$ cat config.mk
export PLATFORM = sky130hd
export DESIGN_NAME = proc_run_ctrl
export DESIGN_NICKNAME = d
export VERILOG_FILES = /design/src/rtl/proc_run_ctrl.sv
export SDC_FILE = /design/constraint.sdc
export NUM_CORES = 1
export LEC_CHECK = 0
export CAP_MARGIN = 20
export CORE_MARGIN = 8
export CORE_UTILIZATION = 57
export DETAILED_ROUTE_END_ITERATION = 16
export GPL_TIMING_DRIVEN = 0
export MAX_ROUTING_LAYER = met4
export PLACE_DENSITY = 0.79
export SYNTH_ARGS = -nofsm -noshare
export SYNTH_HDL_FRONTEND = slang
export SYNTH_SLANG_ARGS = --single-unit
$ cat constraint.sdc
create_clock -name CLK_osc -period 2.84 [get_ports CLK_osc]
set_input_delay 0.426 -clock CLK_osc [delete_from_list [all_inputs] [get_ports CLK_osc]]
set_output_delay 0.426 -clock CLK_osc [all_outputs]
set_load 0.05 [all_outputs]
$ cat src/rtl/proc_run_ctrl.sv
// proc_run_ctrl: run/halt/single-step clock-enable generator for the processor core.
// Latency: raw HALT/STEP to debounced level is 2+DEBOUNCE_CYCLES edges; clkEn is registered on tick edges.
// Backpressure: none; clkEn is a free-running strobe and the core must accept every pulse.
//
// Ports:
//   CLK_osc  oscillator clock, all state on rising edge
//   RST      asynchronous active-high reset
//   HALT     raw halt switch (level, asynchronous)
//   STEP     raw step button (asynchronous)
//   clkEn    one-cycle enable, core advances one instruction per high cycle
//   halted   high while in HALTED state
//   enCount  number of clkEn pulses issued since reset (wraps)
module proc_run_ctrl #(
  parameter int DIV             = 50000000,
  parameter int DEBOUNCE_CYCLES = 16,
  parameter int CNT_W           = 16
) (
  input  logic             CLK_osc,
  input  logic             RST,
  input  logic             HALT,
  input  logic             STEP,
  output logic             clkEn,
  output logic             halted,
  output logic [CNT_W-1:0] enCount
);

  localparam int DIV_W = (DIV > 2) ? $clog2(DIV) : 1;
  localparam int DB_W  = $clog2(DEBOUNCE_CYCLES + 1);

  typedef enum logic {
    RUN    = 1'b0,
    HALTED = 1'b1
  } runState_t;

  runState_t        state;
  runState_t        stateNxt;
  logic             clkEnNxt;
  logic             pendClr;

  logic             haltMeta, haltSync, haltDeb;
  logic             stepMeta, stepSync, stepDeb;
  logic [DB_W-1:0]  haltDbCnt, stepDbCnt;
  logic             haltUpd, stepUpd;
  logic             stepRise;
  logic             stepPending;
  logic [DIV_W-1:0] divCnt;
  logic             tick;

  // Two-flop synchronizers for the asynchronous panel inputs.
  always_ff @(posedge CLK_osc or posedge RST) begin
    if (RST) begin
      haltMeta <= 1'b0;
      haltSync <= 1'b0;
      stepMeta <= 1'b0;
      stepSync <= 1'b0;
    end else begin
      haltMeta <= HALT;
      haltSync <= haltMeta;
      stepMeta <= STEP;
      stepSync <= stepMeta;
    end
  end

  // The debounced level flips on the edge where the counter would reach
  // DEBOUNCE_CYCLES; any return to the accepted level restarts the count.
  assign haltUpd = (haltSync != haltDeb) && (haltDbCnt == DB_W'(DEBOUNCE_CYCLES - 1));
  assign stepUpd = (stepSync != stepDeb) && (stepDbCnt == DB_W'(DEBOUNCE_CYCLES - 1));

  always_ff @(posedge CLK_osc or posedge RST) begin
    if (RST) begin
      haltDeb   <= 1'b0;
      haltDbCnt <= '0;
    end else if (haltSync == haltDeb) begin
      haltDbCnt <= '0;
    end else if (haltUpd) begin
      haltDeb   <= haltSync;
      haltDbCnt <= '0;
    end else begin
      haltDbCnt <= haltDbCnt + DB_W'(1);
    end
  end

  always_ff @(posedge CLK_osc or posedge RST) begin
    if (RST) begin
      stepDeb   <= 1'b0;
      stepDbCnt <= '0;
    end else if (stepSync == stepDeb) begin
      stepDbCnt <= '0;
    end else if (stepUpd) begin
      stepDeb   <= stepSync;
      stepDbCnt <= '0;
    end else begin
      stepDbCnt <= stepDbCnt + DB_W'(1);
    end
  end

  // Rising edge of debounced STEP, detected on the edge the level is accepted.
  // Presses while running are discarded.
  assign stepRise = stepUpd && stepSync && (state == HALTED);

  // Free-running divider; the tick is the edge on which divCnt sits at DIV-1.
  assign tick = (divCnt == DIV_W'(DIV - 1));

  always_ff @(posedge CLK_osc or posedge RST) begin
    if (RST) begin
      divCnt <= '0;
    end else if (tick) begin
      divCnt <= '0;
    end else begin
      divCnt <= divCnt + DIV_W'(1);
    end
  end

  always_comb begin
    stateNxt = state;
    clkEnNxt = 1'b0;
    pendClr  = 1'b0;
    if (tick) begin
      case (state)
        RUN: begin
          if (haltDeb) begin
            stateNxt = HALTED;
          end else begin
            clkEnNxt = 1'b1;
          end
        end
        HALTED: begin
          if (!haltDeb) begin
            stateNxt = RUN;
            clkEnNxt = 1'b1;
            pendClr  = 1'b1;
          end else if (stepPending) begin
            clkEnNxt = 1'b1;
            pendClr  = 1'b1;
          end
        end
        default: stateNxt = RUN;
      endcase
    end
  end

  always_ff @(posedge CLK_osc or posedge RST) begin
    if (RST) begin
      state       <= RUN;
      clkEn       <= 1'b0;
      halted      <= 1'b0;
      enCount     <= '0;
      stepPending <= 1'b0;
    end else begin
      state  <= stateNxt;
      clkEn  <= clkEnNxt;
      halted <= (stateNxt == HALTED);
      if (clkEnNxt) begin
        enCount <= enCount + CNT_W'(1);
      end
      // A press landing on the servicing tick wins over the clear, so it is
      // kept for the next tick; leaving HALTED always drops it.
      if (stepRise && (stateNxt == HALTED)) begin
        stepPending <= 1'b1;
      end else if (pendClr) begin
        stepPending <= 1'b0;
      end
    end
  end

endmodule

==> results of run 1 <==
[area by class of cell]
type                            instances  area (sq um)  area share [%]
Buffer                                  5         23.77          0.7376
Clock inverter                          6         87.58           2.717
Inverter                                4         15.01          0.4658
Tap cell                               54         67.56           2.096
Sequential cell                        61          1526           47.36
Clock buffer                           10         127.6           3.960
Multi-Input combinational cell        177          1145           35.52
Timing Repair Buffer                   22         230.2           7.143
[worst max-delay path, delay by kind of cell (launching register included)]
family                    cells  cell delay, ps
xor gates and xnor gates      1             150
DFF                           1             450
and+or+nand+nor               4            1510
[worst max path at each step]
stage,cells after the start,start,endpoint
5_1_grt,7,divCnt[15]$_DFF_PP0_,enCount[1]$_DFFE_PP0P_
3_3_place_gp,2,RST,enCount[11]$_DFFE_PP0P_
4_1_cts,5,divCnt[7]$_DFF_PP0_,enCount[10]$_DFFE_PP0P_
3_5_place_dp,6,divCnt[7]$_DFF_PP0_,enCount[1]$_DFFE_PP0P_
2_1_floorplan,5,divCnt[7]$_DFF_PP0_,enCount[10]$_DFFE_PP0P_
6_report,5,divCnt[7]$_DFF_PP0_,enCount[10]$_DFFE_PP0P_
[stage by stage]
step	setup WS, ps	hold slack, ps	area [sq um]
floorplan	818.6	331.2	2710
global placement	-131.4	333.1	2988
detailed placement	643.9	343.2	3008
CTS	607.1	359.4	3223
global route	499.0	369.1	3223
finish	619.7	355.9	3223
[layer usage]
| metal | vias up | part of all wire [%] |
|---|---|---|
| met5 | - | 0 |
| met4 | 0 | 2.3 |
| met3 | 9 | 3.3 |
| met2 | 43 | 50 |
| met1 | 995 | 45 |
| li1 | 922 | - |
[flip-flops by register name, indices dropped and copies added, names as in the netlist]
name	cells
stepPending	1
stepSync	1
stepDbCnt	5
clkEn	1
haltDbCnt	5
stepDeb	1
divCnt	26
haltMeta	1
stepMeta	1
haltSync	1
enCount	16
state	1
haltDeb	1
[cell usage in the layout, fill, tap and decap left out, drive strengths merged]
master,netlist,layout
a21oi,3,3
a31oi,1,1
and2,8,8
and3,9,9
and4,4,4
buf,4,5
bufinv,0,2
clkbuf,1,11
clkdlybuf4s50,0,21
clkinv,0,1
clkinvlp,0,3
dfrtp,61,61
ha,4,4
inv,4,4
mux2,3,3
mux2i,2,2
nand2,20,20
nand3,21,21
nand4,13,13
nor2,23,23
nor2b,1,1
nor3,11,11
nor3b,2,2
nor4,4,4
nor4b,1,1
o21ai,3,3
or3,1,1
or4,1,1
or4b,1,1
xnor2,20,20
xor2,21,21
[synth_stat cells, drive strengths merged]
cell	n	area [sq um]
xor2	21	183.9
and4	4	35.03
nand2	20	75.07
or4b	1	10.01
nand4	13	81.33
nor4b	1	8.760
a31oi	1	6.260
nand3	21	105.1
dfrtp	61	1526
nor3b	2	15.01
and2	8	50.05
and3	9	56.30
clkbuf	1	3.750
xnor2	20	182.7
mux2	3	33.78
nor3	11	60.06
nor2b	1	6.260
a21oi	3	15.01
inv	4	15.01
nor2	23	86.33
mux2i	2	20.02
nor4	4	31.28
o21ai	3	15.01
or4	1	11.26
buf	4	20.02
or3	1	6.260
ha	4	50.05
[power by group]
group	switching (mW)	leakage, nW	total [mW]	internal (mW)
logic	0.0241	0.577	0.0387	0.0146
registers	0.00693	0.824	0.885	0.878
clock network	0.344	0.0985	0.836	0.492
total	0.375	1.50	1.76	1.39
[cells by family after synthesis]
kind of cell / share of synthesized area (%)
XOR/XNOR: 13.53
AO/OA/AOI/OAI: 1.339
AND/OR/NAND/NOR: 23.55
multiplexers: 1.985
adder cells (fa/ha/maj): 1.847
buffers and inverters: 1.431
flip-flops: 56.32
==> results.md, run 1 <==
* RSZ-0062 raised after global routing: false
* Final Wtd Congestion at 0.7612
* Initial antenna violation count at 0
* Final period utilization at 78.18%
* R2r setup slk at a little over 600 ps
* Avg WL per Cell at 15.81 um
* Largest net degree at the start of global routing at 36
* CP Capture Type: flip-flop
* P_leak at 1.499 nW
* Critical path class: reg -> reg
* Drt drc at 0
* Sink count of the clock tree at 61
* Met3 Resource Use GR at 3.668%
* CTS tree: done
* Worst VDD drop at roughly 0.41 mV
* Crit path required time at a little over 3000 ps
* Buffers on Ports at 21
* PD cells at ~550 nW/um^2
* GR Util All Layers at approximately 17%
* Postcts setup bufs at 0
* Std-Cell Rows at 25
* Sequential cell area fraction in the yosys report at 56.33%
* Most heavily used metal layer in global routing: met2
* DR vias/cell at slightly below 6
* N_diodes at 0
* Avg Cell Area, Syn at 10.97 sq um
* DRT Pass-1 Iters at 4
* Startpoint Class: flip-flop
* CTS Root Cell: clkbuf_8
* Reg-to-reg endpoint: enCount[10]$_DFFE_PP0P_
* Outcome: complete, no violations
* Post-route ant nets at 0
* Vias in the first global route at approximately 2100
* HP Class: reg -> reg
* Synth cell types at 31
* Hold endpoint: haltSync$_DFF_PP0_
* Worst-Margin Slew at about 730 ps
* Maximum clock path buffer count at 2
* Core area at about 4700 sq um
* FF-to-FF Start: divCnt[7]$_DFF_PP0_
* Area delta synth->final at 18.93%
* Fin crit period at approximately 2200 ps
* DP Cell Count at 323
* Final Skew at 5.742 ps
* CTS H-tree lvls at 3
* Number of non-filler instances in the completed layout at 339
* Syn Nets at approximately 260
* Die width at between 80 and 90 um
* Power, Total at 1.760 mW
* DRT iter0 DRCs at 70
* Layout cells sized above 1 at approximately a tenth
* Setup_tns at 0 ps
* Slowest cell delay on critical path at ~590 ps
* WL final at between 5 and 6 mm
* Yosys warning count at 0
* Cts repair resizes at 0
* Hold_sp: haltMeta$_DFF_PP0_
* Hold Crit Depth at 0
* Overflow after GRT at 0
* # nets final at between 200 and 300
* Clock buffer count from CTS at 9
* Synthesized cell area at around 2700 sq um
* Starting Density at around three fifths
* Crit-path slowest cell: or4_4
* Cell count after synthesis at about 250
* Final setup fails at 0
* Final Hold Violating Endpoints at 0
* Worst-path clk slew at 70 ps
* FMAX at 0.4504 GHz
* Cell Chain, Critical Path: or4b_1, nor3_2, nand4_1, or4_4, xnor2_2
* Worst-Skew Late Latency at around 340 ps
* # fillers at around 350
* I/O pins at 22
* GR Util met1 at 18.45%
* Slew HR at between 50 and 60%
* Reg2reg path depth at 5
* Hold_buf cts at 0
* MaxCap Viol Count at 0
* First-pass GRT wire length at roughly 9.3 mm
* Seq cells post-synth at 61
* Die area at ~7200 sq um
* Grt met2 use at about 27%
* Post-DP HPWL at between 3 and 4 mm
* Die Y at about 85 um
* CP Max Fanout at 6
* Max Transition Viols Final at 0
* CP arrival at roughly 2400 ps
* Vias post-DR at 1969
* Fin util at between 60% and 70%
No activity file was read; power rests on OpenSTA's default activity.
==> inputs of run 2 (changes only) <==
--- a/config.mk
+++ b/config.mk
@@ -7,11 +7,11 @@
 export LEC_CHECK = 0
 export CAP_MARGIN = 20
 export CORE_MARGIN = 8
-export CORE_UTILIZATION = 57
+export CORE_UTILIZATION = 52
 export DETAILED_ROUTE_END_ITERATION = 16
 export GPL_TIMING_DRIVEN = 0
 export MAX_ROUTING_LAYER = met4
-export PLACE_DENSITY = 0.79
+export PLACE_DENSITY = 0.76
 export SYNTH_ARGS = -nofsm -noshare
 export SYNTH_HDL_FRONTEND = slang
 export SYNTH_SLANG_ARGS = --single-unit
==> constraint.sdc (replaced) <==
create_clock -name CLK_osc -period 1.93 [get_ports CLK_osc]
set_input_delay 0.2895 -clock CLK_osc [delete_from_list [all_inputs] [get_ports CLK_osc]]
set_output_delay 0.2895 -clock CLK_osc [all_outputs]
set_load 0.05 [all_outputs]
==> results.md, run 2 (synthesis gave the netlist of run 1 again) <==
* Outcome: complete, but fails checks
* Sequential Power Share at ~48%
* Worst slack, placed at -263.0 ps
* Overflow after GRT at 0
* Area delta synth->final at 28.86%
* Registers with the most flip-flops: divCnt x26, enCount x16
* Fin crit period at 2081 ps
* Layout cells sized above 1 at 18.64%
* Starting Density at 53.40%
* Sink count of the clock tree at a little over 60
* Final WS setup at -150.8 ps
* Power Internal at 2.207 mW
* N_diodes at 0
* DRT iter0 DRCs at 70
* Reg2reg path depth at 5
* Clock buffer count from CTS at 9
* Maximum clock path buffer count at 2
* DRT Pass-1 Iters at 4
* Psw at approximately 0.52 mW
* Switching Share at approximately a fifth
* First-pass GRT wire length at 9.349 mm
* Crit-path slowest cell: or4b_1
* Max reg flops at 26
* Vias in the first global route at around 2000
* CP arrival at around 2300 ps
* Buffers on Ports at 21
* CP Max Fanout at 3
* I/O pins at 22
* Reg-to-reg endpoint: enCount[10]$_DFFE_PP0P_
* Die Y at about 88 um
* Crit path required time at 2150 ps
* RSZ-0062 raised after global routing: true
* CP bufs+invs at 0
* # nets final at roughly 300
* Cell Chain, Critical Path: or4b_1, nor3_2, nand4_1, or4_4, xnor2_2
* Max Transition Viols Final at 0
* FMAX at 0.4806 GHz
* MaxCap Viol Count at 0
* Clk network pwr share at around 50%
* CP top delay family: simple AND/OR/NAND/NOR gates
* Commonest non-fill, non-tap cell in the layout: dfrtp_1
* Final Skew at approximately 8.2 ps
* Worst-Skew Late Latency at ~340 ps
* Drt drc at 0
* P_leak at 1.724 nW
* Post-DP HPWL at around 3.5 mm
* CP Capture Type: flip-flop
* Crit path depth at 5
* CTS H-tree lvls at 3
* Core area at 5075 sq um
* PD cells at between 700 and 800 nW/um^2
* Std-Cell Rows at 26
* Avg WL per Cell at roughly 16 um
* Most frequent cells in the layout: dfrtp_1, nor2_1, xor2_1
* Critical path class: reg -> reg
* Die width at between 80 and 90 um
* HP Class: in -> async
* CTS Root Cell: clkbuf_8
* Setup_tns at -713.8 ps
* Post-route ant nets at 0
* DR vias/cell at approximately 5.5
* Die area at between 7000 and 8000 sq um
* R2r setup slk at -150 ps
* Startpoint Class: flip-flop
* Worst-Margin Slew at around 520 ps
* Final period utilization at 107.8%
* Worst VDD drop at about 0.52 mV
* GR Util All Layers at 16.38%
* Final setup fails at 11
* WL final at 5.690 mm
* Failing checks: setup timing
* FF-to-FF Start: divCnt[10]$_DFF_PP0_
* Biggest register: divCnt
* Initial antenna violation count at 0
* Slew HR at about two thirds
* Worst hold slack at between 200 and 300 ps
* Largest net degree at the start of global routing at 44
* # fillers at between 300 and 400
* Worst-path clk slew at 60 ps
* Portion of total power attributed to combinational logic at 2.2%
* Final Wtd Congestion at 0.7814
* CTS tree: done
* Slowest cell delay on critical path at around 530 ps
* Vias post-DR at 2004
* Hold_buf cts at 0
* Final Hold Violating Endpoints at 0
[run 2: worst max path at each step]
stage	start	endpoint
floorplan	divCnt[10]$_DFF_PP0_	enCount[1]$_DFFE_PP0P_
global placement	RST	divCnt[3]$_DFF_PP0_
detailed placement	divCnt[10]$_DFF_PP0_	divCnt[3]$_DFF_PP0_
CTS	divCnt[10]$_DFF_PP0_	enCount[8]$_DFFE_PP0P_
global route	divCnt[10]$_DFF_PP0_	enCount[10]$_DFFE_PP0P_
finish	divCnt[10]$_DFF_PP0_	enCount[10]$_DFFE_PP0P_
[run 2: what timing repair did]
action	4_1_cts	5_1_grt
pin swaps	2	7
endpoints found under the setup margin	23	34
buffers inserted	6	5
cloned	0	0
resized for setup	5	25
[run 2: layout make-up]
cell class	instances	area (sq um)	share of cell area, %
plain buffers	4	35.03	1.003
clock inverters	4	95.09	2.723
clock buffers	12	145.1	4.156
well taps	70	87.58	2.508
inverters	4	15.01	0.4300
multi-input cells	177	1251	35.83
repair buffers	33	336.6	9.638
flip-flops and latches	61	1526	43.71
[run 2: power by group through the flow]
stage | registers, mW | clock network (mW) | logic, mW
after floorplan | 1.32 | 0 | 0.0380
final | 1.30 | 1.36 | 0.0590
after CTS | 1.30 | 1.39 | 0.0610
after detailed placement | 1.33 | 0 | 0.0600
after global routing | 1.30 | 1.44 | 0.0693
after global placement | 1.33 | 0 | 0.0535
[run 2: per-stage QoR]
stage / util (%) / instances / area [sq um] / power, mW
after floorplan: - / 247 / 2723 / 1.362
after global placement: 59.52 / 338 / 3020 / 1.379
after detailed placement: 59.91 / 339 / 3040 / 1.387
after CTS: 65.93 / 360 / 3346 / 2.756
after global routing: 68.81 / 365 / 3492 / 2.817
final: 68.81 / 365 / 3492 / 2.725
[run 2: metal layers]
| metal | wire length [um] | GRT usage, % |
|---|---|---|
| met5 | 0 | - |
| met4 | 129 | 8.295 |
| met3 | 211 | 5.629 |
| met2 | 2816 | 24.64 |
| met1 | 2534 | 19.02 |
